## config.mk

```make
export PLATFORM = sky130hd
export DESIGN_NAME = mem_arbiter
export DESIGN_NICKNAME = d
export VERILOG_FILES = /design/src/rtl/arb_pkg.sv /design/src/rtl/rr_pick.sv /design/src/rtl/mem_arbiter.sv
export SDC_FILE = /design/constraint.sdc
export NUM_CORES = 1
export LEC_CHECK = 0
export ABC_AREA = 1
export CELL_PAD_IN_SITES_DETAIL_PLACEMENT = 0
export CELL_PAD_IN_SITES_GLOBAL_PLACEMENT = 1
export CORE_MARGIN = 3
export CORE_UTILIZATION = 27
export CTS_BUF_LIST = sky130_fd_sc_hd__clkbuf_4 sky130_fd_sc_hd__clkbuf_8
export DETAILED_ROUTE_END_ITERATION = 8
export GPL_TIMING_DRIVEN = 0
export PLACE_DENSITY_LB_ADDON = 0.2
export SYNTH_ARGS = -nofsm -noshare
export SYNTH_HDL_FRONTEND = slang
export SYNTH_SLANG_ARGS = --single-unit
```

## constraint.sdc

```tcl
create_clock -name clk -period 3 [get_ports clk]
set_input_delay 0.45 -clock clk [delete_from_list [all_inputs] [get_ports clk]]
set_output_delay 0.45 -clock clk [all_outputs]
set_load 0.05 [all_outputs]
```

## src/rtl/arb_pkg.sv

```systemverilog
// arb_pkg: state encoding, client indices and pointer reset helper shared by mem_arbiter.
package arb_pkg;
  typedef enum logic [1:0] {ARB_IDLE, ARB_ISSUE, ARB_WAIT, ARB_RESP} arb_state_t;
  localparam int CLIENT_VGA = 0;
  localparam int CLIENT_CPU = 1;
  localparam int CLIENT_UART = 2;
  // Last non-priority index, so the first search lands on the lowest non-priority client.
  function automatic int rr_init(input int n, input int prio);
    return (prio == n - 1) ? n - 2 : n - 1;
  endfunction
endpackage

```

## src/rtl/rr_pick.sv

```systemverilog
// rr_pick: first requesting index after ptr_i (circular), never returning excl_i.
module rr_pick #(
  parameter int N = 3,
  parameter int IDX_W = 2
) (
  input  logic [N-1:0]     req_i,
  input  logic [IDX_W-1:0] ptr_i,
  input  logic [IDX_W-1:0] excl_i,
  output logic             found_o,
  output logic [IDX_W-1:0] idx_o
);
  logic [IDX_W-1:0] c;
  // Scan farthest-first so the nearest hit after the pointer is the one that sticks.
  always_comb begin
    found_o = 1'b0;
    idx_o = '0;
    c = '0;
    for (int k = N; k >= 1; k--) begin
      c = IDX_W'((int'(ptr_i) + k) % N);
      if (req_i[c] && c != excl_i) begin
        found_o = 1'b1;
        idx_o = c;
      end
    end
  end
endmodule

```

## src/rtl/mem_arbiter.sv

```systemverilog
// mem_arbiter: N-client memory arbiter with one absolute-priority client and round robin for the rest.
// Define ARB_TIMEOUT_EN to add the mem_busy watchdog and the err output.
module mem_arbiter import arb_pkg::*; #(
  parameter int NUM_CLIENTS = 3,
  parameter int ADDR_W = 32,
  parameter int DATA_W = 32,
  parameter int PRIO_CLIENT = CLIENT_VGA,
  parameter int TIMEOUT_CYCLES = 1024,
  localparam int SEL_W = DATA_W / 8,
  localparam int IDX_W = $clog2(NUM_CLIENTS)
) (
  input  logic                          clk,
  input  logic                          nRst,
  input  logic [NUM_CLIENTS-1:0]        req,
  input  logic [NUM_CLIENTS-1:0]        we,
  input  logic [NUM_CLIENTS*ADDR_W-1:0] adr,
  input  logic [NUM_CLIENTS*DATA_W-1:0] wdata,
  input  logic [NUM_CLIENTS*SEL_W-1:0]  sel,
  input  logic                          prio_hold,
  output logic [NUM_CLIENTS-1:0]        gnt,
  output logic [NUM_CLIENTS-1:0]        ack,
  output logic [DATA_W-1:0]             rdata,
`ifdef ARB_TIMEOUT_EN
  output logic                          err,
`endif
  output logic                          mem_we,
  output logic                          mem_re,
  output logic [ADDR_W-1:0]             mem_adr,
  output logic [DATA_W-1:0]             mem_wdata,
  output logic [SEL_W-1:0]              mem_sel,
  input  logic [DATA_W-1:0]             mem_rdata,
  input  logic                          mem_busy
);
  localparam logic [IDX_W-1:0] PRIO_IDX = IDX_W'(PRIO_CLIENT);
  localparam logic [IDX_W-1:0] RR_INIT = IDX_W'(rr_init(NUM_CLIENTS, PRIO_CLIENT));

  if (NUM_CLIENTS < 2 || NUM_CLIENTS > 8 || PRIO_CLIENT >= NUM_CLIENTS || TIMEOUT_CYCLES < 2) begin : g_bad_param
    $error("mem_arbiter: illegal parameter combination");
  end

  arb_state_t state_q, state_d;
  logic [NUM_CLIENTS-1:0] gnt_q, ack_q;
  logic [DATA_W-1:0] rdata_q, mem_wdata_q;
  logic [ADDR_W-1:0] mem_adr_q;
  logic [SEL_W-1:0] mem_sel_q;
  logic mem_we_q, mem_re_q, wr_q;
  logic [IDX_W-1:0] rr_q, win_q, pick_idx, win_idx;
  logic pick_found, win_found, tmo, done;

  rr_pick #(.N(NUM_CLIENTS), .IDX_W(IDX_W)) u_pick (
    .req_i(req),
    .ptr_i(rr_q),
    .excl_i(PRIO_IDX),
    .found_o(pick_found),
    .idx_o(pick_idx)
  );

  // prio_hold only blocks the round-robin clients; the priority client itself still wins.
  assign win_found = req[PRIO_CLIENT] || (!prio_hold && pick_found);
  assign win_idx = req[PRIO_CLIENT] ? PRIO_IDX : pick_idx;
  assign done = state_q == ARB_WAIT && (!mem_busy || tmo);

`ifdef ARB_TIMEOUT_EN
  localparam int CNT_W = $clog2(TIMEOUT_CYCLES) + 1;
  logic [CNT_W-1:0] cnt_q;
  logic err_q;
  assign tmo = mem_busy && cnt_q == CNT_W'(TIMEOUT_CYCLES - 1);
  assign err = err_q;
  always_ff @(posedge clk or negedge nRst) begin
    if (!nRst) begin
      cnt_q <= '0;
      err_q <= 1'b0;
    end else begin
      cnt_q <= state_q == ARB_ISSUE ? '0 : (state_q == ARB_WAIT && mem_busy) ? cnt_q + 1'b1 : cnt_q;
      err_q <= state_q == ARB_WAIT && tmo;
    end
  end
`else
  assign tmo = 1'b0;
`endif

  always_comb begin
    state_d = state_q;
    case (state_q)
      ARB_IDLE:  state_d = win_found ? ARB_ISSUE : ARB_IDLE;
      ARB_ISSUE: state_d = ARB_WAIT;
      ARB_WAIT:  state_d = done ? ARB_RESP : ARB_WAIT;
      default:   state_d = ARB_IDLE;
    endcase
  end

  always_ff @(posedge clk or negedge nRst) begin
    if (!nRst) begin
      state_q <= ARB_IDLE;
      gnt_q <= '0;
      ack_q <= '0;
      rdata_q <= '0;
      mem_we_q <= 1'b0;
      mem_re_q <= 1'b0;
      mem_adr_q <= '0;
      mem_wdata_q <= '0;
      mem_sel_q <= '0;
      wr_q <= 1'b0;
      win_q <= '0;
      rr_q <= RR_INIT;
    end else begin
      state_q <= state_d;
      case (state_q)
        ARB_IDLE: if (win_found) begin
          gnt_q <= NUM_CLIENTS'(1) << win_idx;
          win_q <= win_idx;
          wr_q <= we[win_idx];
          mem_we_q <= we[win_idx];
          mem_re_q <= !we[win_idx];
          mem_adr_q <= adr[int'(win_idx)*ADDR_W +: ADDR_W];
          mem_wdata_q <= wdata[int'(win_idx)*DATA_W +: DATA_W];
          mem_sel_q <= sel[int'(win_idx)*SEL_W +: SEL_W];
        end
        ARB_ISSUE: begin
          mem_we_q <= 1'b0;
          mem_re_q <= 1'b0;
        end
        ARB_WAIT: if (done) begin
          ack_q <= gnt_q;
          if (!wr_q && !mem_busy) rdata_q <= mem_rdata;
        end
        default: begin
          ack_q <= '0;
          gnt_q <= '0;
          mem_adr_q <= '0;
          mem_wdata_q <= '0;
          mem_sel_q <= '0;
          if (win_q != PRIO_IDX) rr_q <= win_q;
        end
      endcase
    end
  end

  assign gnt = gnt_q;
  assign ack = ack_q;
  assign rdata = rdata_q;
  assign mem_we = mem_we_q;
  assign mem_re = mem_re_q;
  assign mem_adr = mem_adr_q;
  assign mem_wdata = mem_wdata_q;
  assign mem_sel = mem_sel_q;
endmodule

```

==> implementation parameters <==
Parameter                              Value

Setup path
  Kind of critical path ... flip-flop to flip-flop
  CP Max Fanout ... 10
  Arrival time at the worst endpoint ... between 3 and 4 ns
  Critical path data required time ... 3.38 ns
  Endpoint type of the worst setup path ... flip-flop
  Kind of start point of the critical path ... flip-flop

Logic synthesis
  Share of the synthesized area in the top cell type ... 46.88%
  Post-synthesis area per instance ... 7.683 µm²
  Largest area contributor in the netlist ... sky130_fd_sc_hd__dfrtp_1
  Synthesis-stage register bit count ... 115
  Post-synth design cell area ... 6085 µm²
  Leading post-synthesis cells by cell area ... sky130_fd_sc_hd__dfrtp_1, sky130_fd_sc_hd__nand2_1, sky130_fd_sc_hd__nand3_1
  Synthesized netlist cell count ... 792
  Total nets after synthesis ... 1046
  Yosys cell types ... 21
  YS warnings ... 0
  Fraction of the yosys area taken by sequential cells ... 47.32%

Finish
  Area Growth Syn to Fin ... 71.54%
  Top library cells by usage in the layout, fill and taps aside ... sky130_fd_sc_hd__clkdlybuf4s50_1, sky130_fd_sc_hd__nand2_1, sky130_fd_sc_hd__nand3_1, sky130_fd_sc_hd__dfrtp_1, sky130_fd_sc_hd__mux2_2
  Number of diodes added for antenna fixing ... 0
  Nets ... ~1400
  Final Util ... 47.53%
  Leading cell type in the layout, fill and taps excluded ... sky130_fd_sc_hd__clkdlybuf4s50_1
  Fraction of final layout cells with drive strength greater than 1 ... 8.906%

Clocking
  Buffer depth of the longest clock path ... 2
  Cell at the root of the clock tree ... sky130_fd_sc_hd__clkbuf_8
  Number of sinks on the clock net ... 115
  Clk pin slew, worst setup/hold paths ... approximately 0.090 ns
  Number of buffers added by the clock tree synthesis step ... 17
  Clock latency of the later-clocked register in the worst-skew pair ... 0.44 ns
  CTS H-Tree Depth ... 4
  Clock tree from TritonCTS ... yes

Floorplan
  Number of placed I/O pins ... around 350
  Initial core utilization ... 27.71%
  FP Rows ... 54
  Width of the die ... approximately 160 µm
  CORE AREA ... roughly 22000 µm²
  Die height ... 156.1 µm
  Die area ... around 24000 µm²

Global route
  Vias in the first global route ... 6580
  Number of antenna violations at the first check in global routing ... 0
  Maximum number of pins on one net before global-route repair ... 66
  GRT overflow ... 0
  Global routing met2 resource utilization ... 34.56%
  Global-route usage over all layers ... between 20% and 30%
  Global-route track usage on met1 ... 25.04%
  Top Usage Layer GRT ... met2
  First-pass GRT wire length ... 37480 µm
  Met3 track demand over resource in global routing ... under 10%

Placed design
  Pre-CTS worst setup slack ... 0.1934 ns
  DP HPWL ... a little under 20000 µm
  PortBufs ... 353
  RD Place Congestion ... around 0.8

Pwr
  Areal power density over the cells ... about 1100 nW/µm²
  Power share of the combinational group ... 64.5%
  Cell Int Power ... 5.302 mW
  Clock power share ... between 10 and 15%
  Max IR drop VDD ... 347.3 µV
  Proportion of total power due to net switching ... between 50% and 60%
  Leakage Power ... between 4 and 5 nW
  Share of power burned in registers ... 21.0%
  Psw ... about 5.7 mW
  Overall Power ... between 10 and 15 mW

Timing
  Min Tclk post-route ... 2.655 ns
  Period utilization ... approximately nine tenths
  Peak clock frequency supported by timing ... 376.7 MHz
  Worst hold slack ... 0.4792 ns
  Final setup vio count ... 0
  Total count of max-transition violations in the final report ... 0
  Max Clock Skew ... 0.01211 ns
  Relative slew slack ... about 58%
  Post-route setup slack ... 0.3454 ns
  Unrepaired setup endpoints after global routing ... no
  Final hold vios ... 0
  Worst-Margin Slew ... ~0.63 ns
  Setup_tns ... 0 ns

Detailed routing
  Via density ... around 4.6
  Number of nets still failing antenna checks after routing ... 0
  Aggregate routed wire length ... 24970 µm
  Count of TritonRoute iterations in the first routing pass ... 4
  Wire per inst ... about 17 µm
  Overall via count from detail_route ... 6678
  First DRT Iteration DRCs ... 283
  # DRC ... 0

Min path
  Hold crit path type ... flip-flop to flip-flop

Flow run
  Max-capacitance violation count ... 0

Run status
  Outcome ... completed
-- worst max-delay path: stages (launching register included) --
cell	delay [ns]
sky130_fd_sc_hd__dfstp_2	0.55
sky130_fd_sc_hd__inv_1	0.07
sky130_fd_sc_hd__ha_1	0.23
sky130_fd_sc_hd__inv_1	0.10
sky130_fd_sc_hd__nand2_1	0.08
sky130_fd_sc_hd__nand3_1	0.08
sky130_fd_sc_hd__nand2_1	0.06
sky130_fd_sc_hd__nand2_1	0.10
sky130_fd_sc_hd__nand3_1	0.07
sky130_fd_sc_hd__nand2_1	0.09
sky130_fd_sc_hd__nand3_1	0.09
sky130_fd_sc_hd__nand2_1	0.31
sky130_fd_sc_hd__buf_2	0.34
sky130_fd_sc_hd__buf_2	0.28
sky130_fd_sc_hd__nand2_1	0.09
sky130_fd_sc_hd__nand2_1	0.07
-- final timing paths --
kind | startpoint | cells past startpoint | to | slack [ns]
worst max-delay path | rr_q[1] | 15 | mem_adr[5] | 0.35
worst min-delay path | mem_wdata[10] | 2 | mem_wdata[10] | 0.48
worst max register to register | rr_q[1] | 15 | mem_adr[5] | 0.35
worst min register to register | mem_wdata[10] | 2 | mem_wdata[10] | 0.48
max in group asynchronous | nRst | 3 | rdata[12] | 1.76
min in group asynchronous | nRst | 2 | mem_wdata[3] | 0.53
-- cell families (layout without fill, tap and decap cells) --
| family | count (synthesis) | in the layout | share of synthesized area [%] |
|---|---|---|---|
| AO/OA/AOI/OAI | 16 | 16 | 1.398 |
| adder cells (fa/ha/maj) | 8 | 8 | 1.645 |
| flip-flops | 115 | 115 | 47.32 |
| AND/OR/NAND/NOR | 543 | 543 | 37.90 |
| buffers and inverters | 78 | 465 | 5.819 |
| multiplexers | 32 | 32 | 5.922 |
-- power by group through the flow --
stage          logic, mW  registers (mW)  clock network [mW]
2_1_floorplan       3.12            3.86                   0
3_3_place_gp        7.20            2.32                   0
3_5_place_dp        7.22            2.34                   0
4_1_cts             7.24            2.32                1.66
5_1_grt             7.80            2.37                1.73
6_report            7.11            2.31                1.60
-- Yosys cell counts, drive strengths merged --
cell type and count:
a21oi 1, buf 37, clkbuf 12, dfrtp 114, dfstp 1, ha 8, inv 29, mux2 32
nand2 346, nand3 188, nand4 3, nor2 6, o21ai 14, o22ai 1
-- metrics by stage --
step                      cell area, µm²  std cells
after floorplan                     6085        792
after global placement              9968       1425
after detailed placement            9997       1426
after CTS                          10440       1459
after global routing               10440       1459
final                              10440       1459
-- final cells by class --
cell class | count | area [µm²]
plain buffers | 49 | 245.2
clock buffers | 17 | 234.0
clock inverters | 15 | 196.4
fillers | 2208 | 11520
inverters | 29 | 108.9
multi-input cells | 599 | 2851
flip-flops and latches | 115 | 2879
well taps | 280 | 350.3
repair buffers | 355 | 3572
-- sequential cells by signal, indices dropped and copies added (netlist names) --
register,cells
rdata,32
mem_adr,32
mem_sel,4
gnt,3
state_q,2
win_q,2
mem_wdata,32
ack,3
mem_re,1
wr_q,1
mem_we,1
rr_q,2
-- metal layers --
layer,wire (µm),up-vias
met5,0,-
met4,350,0
met3,1653,25
met2,12570,228
met1,10400,3097
li1,-,3328
-- timing repair --
| item | CTS | global route |
|---|---|---|
| resized for setup | 0 | 0 |
| buffers inserted | 0 | 0 |
| hold buffers | 1 | 0 |
| endpoints found under the hold margin | 49 | 0 |
| setup endpoints to repair | 0 | 0 |
Note: power is estimated with default switching activity, not from simulation.
